File: config.mk
export PLATFORM = sky130hd
export DESIGN_NAME = uart_rx_ctrl_flat
export DESIGN_NICKNAME = d
export VERILOG_FILES = /design/src/rtl/uart_rx_ctrl_if.sv /design/src/rtl/uart_rx_ctrl.sv /design/src/flat_wrapper.sv
export SDC_FILE = /design/constraint.sdc
export NUM_CORES = 1
export LEC_CHECK = 0
export ABC_CLOCK_PERIOD_IN_PS = 2000
export CAP_MARGIN = 40
export CORE_AREA = 2 2 55 57
export CTS_BUF_LIST = sky130_fd_sc_hd__clkbuf_8
export DETAILED_ROUTE_END_ITERATION = 12
export DIE_AREA = 0 0 57 59
export GPL_TIMING_DRIVEN = 0
export PLACE_DENSITY = 0.78
export RECOVER_POWER = 25
export SLEW_MARGIN = 25
export SYNTH_ARGS = -nofsm -noshare
export SYNTH_HDL_FRONTEND = slang
export SYNTH_SLANG_ARGS = --single-unit
File: constraint.sdc
create_clock -name i_clk -period 2 [get_ports i_clk]
set_clock_uncertainty 0.15 [all_clocks]
set_input_delay 0.6 -clock i_clk [delete_from_list [all_inputs] [get_ports i_clk]]
set_output_delay 0.6 -clock i_clk [all_outputs]
set_load 0.05 [all_outputs]
File: src/rtl/uart_rx_ctrl_if.sv
// Receive-word handshake between the UART RX sequencer and its consumer.
// A word is transferred on every clock edge where o_valid and i_ready are both high.
interface uart_rx_ctrl_if #(
    parameter int DATA_BITS = 8
);
    logic [DATA_BITS-1:0] o_data;
    logic                 o_valid;
    logic                 i_ready;

    modport master (output o_data, output o_valid, input i_ready);
    modport slave  (input o_data, input o_valid, output i_ready);
endinterface

File: src/rtl/uart_rx_ctrl.sv
// UART receive sequencer: start detection, mid-bit sampling on the oversample tick,
// LSB-first assembly, stop-bit check and a single-entry valid/ready output stage.
module uart_rx_ctrl #(
    parameter int OSR       = 16,
    parameter int DATA_BITS = 8
) (
    input  logic                  i_clk,
    input  logic                  i_rst_n,
    input  logic                  i_en,
    input  logic                  i_rx,
    uart_rx_ctrl_if.master        host,
    output logic                  o_frame_err,
    output logic                  o_overrun,
    output logic                  o_busy,
    output logic [2:0]            o_dbg_state
);
    localparam int TW = $clog2(OSR);
    localparam int BW = $clog2(DATA_BITS + 1);
    localparam logic [TW-1:0] TICK_MID = TW'(OSR / 2 - 1);
    localparam logic [TW-1:0] TICK_END = TW'(OSR - 1);
    localparam logic [BW-1:0] BIT_LAST = BW'(DATA_BITS - 1);

    typedef enum logic [2:0] {
        S_IDLE  = 3'd0,
        S_START = 3'd1,
        S_DATA  = 3'd2,
        S_STOP  = 3'd3,
        S_BREAK = 3'd4
    } state_t;

    state_t               state, state_nx;
    logic [TW-1:0]        tick, tick_nx;
    logic [BW-1:0]        bit_cnt, bit_nx;
    logic [DATA_BITS-1:0] shreg, shreg_nx;
    logic                 rx_meta, rx_s;
    logic                 word_done, stop_low;

    // Two-flop synchronizer, preset to the idle-high line level.
    always_ff @(posedge i_clk or negedge i_rst_n) begin
        if (!i_rst_n) begin
            rx_meta <= 1'b1;
            rx_s    <= 1'b1;
        end else begin
            rx_meta <= i_rx;
            rx_s    <= rx_meta;
        end
    end

    always_ff @(posedge i_clk or negedge i_rst_n) begin
        if (!i_rst_n) begin
            state   <= S_IDLE;
            tick    <= '0;
            bit_cnt <= '0;
            shreg   <= '0;
        end else begin
            state   <= state_nx;
            tick    <= tick_nx;
            bit_cnt <= bit_nx;
            shreg   <= shreg_nx;
        end
    end

    always_comb begin
        state_nx  = state;
        tick_nx   = tick;
        bit_nx    = bit_cnt;
        shreg_nx  = shreg;
        word_done = 1'b0;
        stop_low  = 1'b0;
        if (i_en) begin
            case (state)
                S_IDLE: begin
                    if (!rx_s) begin
                        state_nx = S_START;
                        tick_nx  = '0;
                    end
                end
                S_START: begin
                    if (tick == TICK_MID) begin
                        tick_nx  = '0;
                        bit_nx   = '0;
                        state_nx = rx_s ? S_IDLE : S_DATA;
                    end else begin
                        tick_nx = tick + 1'b1;
                    end
                end
                S_DATA: begin
                    if (tick == TICK_END) begin
                        tick_nx  = '0;
                        shreg_nx = {rx_s, shreg[DATA_BITS-1:1]};
                        bit_nx   = bit_cnt + 1'b1;
                        if (bit_cnt == BIT_LAST) state_nx = S_STOP;
                    end else begin
                        tick_nx = tick + 1'b1;
                    end
                end
                S_STOP: begin
                    if (tick == TICK_END) begin
                        tick_nx   = '0;
                        word_done = 1'b1;
                        stop_low  = !rx_s;
                        // A low stop bit parks in BREAK so a held-low line cannot retrigger.
                        state_nx  = rx_s ? S_IDLE : S_BREAK;
                    end else begin
                        tick_nx = tick + 1'b1;
                    end
                end
                S_BREAK: begin
                    if (rx_s) state_nx = S_IDLE;
                end
                default: state_nx = S_IDLE;
            endcase
        end
    end

    // A new word always lands; it counts as an overrun only if the held one was not taken this cycle.
    always_ff @(posedge i_clk or negedge i_rst_n) begin
        if (!i_rst_n) begin
            host.o_data  <= '0;
            host.o_valid <= 1'b0;
            o_frame_err  <= 1'b0;
            o_overrun    <= 1'b0;
        end else begin
            o_frame_err <= stop_low;
            if (word_done) begin
                host.o_data  <= shreg;
                host.o_valid <= 1'b1;
                o_overrun    <= host.o_valid & ~host.i_ready;
            end else begin
                o_overrun <= 1'b0;
                if (host.o_valid && host.i_ready) host.o_valid <= 1'b0;
            end
        end
    end

    assign o_busy      = (state != S_IDLE);
    assign o_dbg_state = state;
endmodule
File: src/flat_wrapper.sv
// flat-port wrapper written by rule: the top's interface ports become plain ports
module uart_rx_ctrl_flat 
#(
    parameter int OSR       = 16,
    parameter int DATA_BITS = 8
)
  (i_clk, i_rst_n, i_en, i_rx, o_frame_err, o_overrun, o_busy, o_dbg_state, host_o_data, host_o_valid, host_i_ready);
  uart_rx_ctrl_if #(.DATA_BITS(DATA_BITS)) host_i ();
  input  logic i_clk;
  input  logic i_rst_n;
  input  logic i_en;
  input  logic i_rx;
  output logic o_frame_err;
  output logic o_overrun;
  output logic o_busy;
  output logic [2:0] o_dbg_state;
  output wire logic [$bits(host_i.o_data)-1:0] host_o_data;
  output wire logic [$bits(host_i.o_valid)-1:0] host_o_valid;
  input wire logic [$bits(host_i.i_ready)-1:0] host_i_ready;
  assign host_o_data = host_i.o_data;
  assign host_o_valid = host_i.o_valid;
  assign host_i.i_ready = host_i_ready;
  uart_rx_ctrl #(.OSR(OSR), .DATA_BITS(DATA_BITS)) u_core (.i_clk(i_clk), .i_rst_n(i_rst_n), .i_en(i_en), .i_rx(i_rx), .host(host_i), .o_frame_err(o_frame_err), .o_overrun(o_overrun), .o_busy(o_busy), .o_dbg_state(o_dbg_state));
endmodule
==> metrics.csv <==
stage,metric,value,unit
synthesis,Ys Warns,0,
critical_path,crit path kind,flip-flop to primary output,
finish,Fillers,217,
global_route,global-route met3 utilization,7.205,%
global_route,grt ovf,0,
sta,Tcrit/Tclk final,104.1,%
cts,hold-fix buffers at CTS,0,
cts,worst-skew pair later-pin latency,0.28,ns
sta,Tmin final,2.083,ns
cts,H-tree levels,2,
floorplanning,Die Y,59,µm
global_route,grt peak-use layer,met2,
sta,Final Setup Violations,1,
finish,Util after Layout,67.50,%
sta,Rel. slew slack,49.22,%
pwr,Max VDD drop,984.8,µV
sta,unrepaired setup endpoints after global routing,yes,
global_route,GRT Util Overall,19.32,%
finish,Nets,159,
floorplanning,Initial Util,53.88,%
synthesis,cells taking the most area after synthesis,"dfrtp_1, mux2_2, dfstp_2",
synthesis,sequential area share after synthesis,55.01,%
global_route,met2 Use GR,32.02,%
place,placed instance count,171,
place,number of I/O port buffers,19,
global_route,vias in the first global route,1119,
synthesis,Mapped Nets,128,
sta,Worst Tran Pin Value,0.7617,ns
worst_hold_path,Hold Crit Class,flip-flop to flip-flop,
synthesis,ys flop type,dfrtp_1,
critical_path,WP data required,1.25,ns
synthesis,Synth Cell Area,1460,µm²
synthesis,"area leader, netlist",dfrtp_1,
status,status,"finished, violations left",
route,1st-pass router iterations,4,
sta,Hold WS,0.2110,ns
finish,area grow syn2layout,25.28,%
status,violated checks,negative setup slack,
floorplanning,core area,2710,µm²
floorplanning,Chip Width,57,µm
synthesis,Post-synth EDFFs,0,
synthesis,syn avg cell area,12.07,µm²
route,vias per cell,5.734,
route,wire length per cell,15.60,µm
finish,Layout Cells excl Fill,184,
cts,CTS Buf Count,5,
cts,"Reg clk slew, reported paths",0.06,ns
synthesis,ys async rst share,100.0,%
sta,Fmax achieved,0.4802,GHz
synthesis,Cell variety after synth,39,
global_route,antenna violations before repair,0,
sta,worst setup margin,-0.08259,ns
sta,"Slew Viols, Final",0,
place,GP Congestion,0.8140,
route,via count,1055,
global_route,global-route wire length before repair,4933,µm
critical_path,crit-path max FO,4,
route,"antenna viol nets, final",0,
synthesis,top cell type's share of synthesized area,51.41,%
sta,"Hold Violations, Final",0,
cts,CTS tree,done,
critical_path,CP startpoint kind,flip-flop,
job,Max Cap Violations,0,
floorplanning,die footprint,3363,µm²
global_route,largest net degree at the start of global routing,33,
synthesis,number of synthesized register bits,32,
critical_path,Critical Path AT,1.33,ns
pwr,Leak Pwr,0.9130,nW
route,DRC errors left,0,
critical_path,Critical Path Sink Type,primary output,
finish,share of cells above drive strength 1,31.37,%
cts,CTS root buffer,clkbuf_8,
route,Post-Route WL,2870,µm
floorplanning,number of cell rows,19,
global_route,grt met1 use,22.29,%
route,initial drt markers,34,
cts,clk sinks,32,
cts,Max clock buf depth,2,
pwr,Pwr Density,1148,nW/µm²
finish,n_diodes,0,
place,Detail Placement HPWL,2014,µm
synthesis,post-synthesis cell count,121,
floorplanning,I/O pin total,20,
## cell families (layout without fill, tap and decap cells)
kind of cell	count (synthesis)	in the layout	share of synthesized area, %
buffers and inverters	10	42	3.426
xor gates and xnor gates	2	2	1.200
adders and majority gates	2	2	1.714
DFF	32	32	55.01
AOI/OAI and AO/OA	20	20	9.342
muxes	17	17	13.11
and+or+nand+nor	38	38	16.20
## synth_stat cells, types with 3 or more instances
cell / instances
dfrtp_1: 30
mux2_2: 13
nand2_1: 8
o21ai_0: 8
nor2_1: 6
inv_1: 4
mux2_1: 4
nand3_1: 4
nor3_1: 4
buf_2: 3
## per-stage QoR
stage,setup WS (ns),total power [mW],instance area [µm²],TNS (ns)
3_5_place_dp,-0.4808,1.548,1690,-8.998
4_1_cts,-0.1705,2.049,1779,-0.1705
3_3_place_gp,-0.4708,1.511,1695,-19.56
6_report,-0.08259,2.100,1829,-0.08259
5_1_grt,-0.1142,2.223,1829,-0.1168
2_1_floorplan,0.01839,1.347,1466,0
## area by class of cell
| type | count | area (µm²) | share of cell area (%) |
|---|---|---|---|
| sequential | 32 | 805.8 | 44.05 |
| tap | 31 | 38.79 | 2.120 |
| multi-input combinational | 79 | 616.8 | 33.72 |
| inverter | 4 | 15.01 | 0.8208 |
| buffer | 6 | 52.55 | 2.873 |
| timing repair buffer | 24 | 207.7 | 11.35 |
| clock inverter | 2 | 10.01 | 0.5472 |
| clock buffer | 6 | 82.58 | 4.514 |
## routing by layer
metal	routed length, µm	share of wire [%]	vias up
li1	-	-	496
met1	1177	41	529
met2	1505	52	22
met3	136	4.7	8
met4	51	1.8	0
met5	0	0	-
## power by group
group	internal (mW)	leakage, nW	switching [mW]
clock network	0.274	0.0510	0.225
logic	0.313	0.446	0.476
registers	0.741	0.416	0.0709
total	1.33	0.913	0.772
## worst max-delay path, stage by stage, from the launching register on
cell	delay [ns]
dfrtp_2	0.44
buf_8	0.13
or3_4	0.33
buf_8	0.16
## cells in the final DEF, fill, tap and decap left out, types with 3 or more instances in the layout
| master | n |
|---|---|
| nor3_1 | 4 |
| nor2_1 | 5 |
| inv_1 | 4 |
| nand3_1 | 4 |
| buf_4 | 5 |
| clkbuf_2 | 3 |
| clkbuf_8 | 6 |
| mux2_2 | 13 |
| mux2_1 | 4 |
| dfrtp_1 | 28 |
| dlygate4sd2_1 | 13 |
| o21ai_0 | 8 |
| nand2_1 | 8 |
## repair_timing
action	CTS	global route
resized for setup	28	9
buffers inserted	0	5
setup endpoints to repair	26	13
pin swaps	0	1
## state kept, by name, summed over array words and instances, names as in the netlist
register,flops
u_core.host.o_data,8
u_core.shreg,8
u_core.bit_cnt,4
u_core.tick,4
u_core.o_dbg_state,3
u_core.host.o_valid,1
u_core.o_frame_err,1
u_core.o_overrun,1
u_core.rx_meta,1
u_core.rx_s,1
## worst paths after layout
path                                             from                    end  slack, ns  depth (start not counted)
min in group asynchronous                     i_rst_n      u_core.bit_cnt[2]       0.23                          1
worst min register to register         u_core.rx_meta            u_core.rx_s       0.21                          0
worst min-delay path                   u_core.rx_meta            u_core.rx_s       0.21                          0
worst max-delay path            u_core.o_dbg_state[1]                 o_busy      -0.08                          3
worst max register to register         u_core.tick[0]  u_core.host.o_data[2]       0.07                          5
max in group asynchronous                     i_rst_n  u_core.o_dbg_state[2]       0.94                          1
No activity file was read; power rests on OpenSTA's default activity.
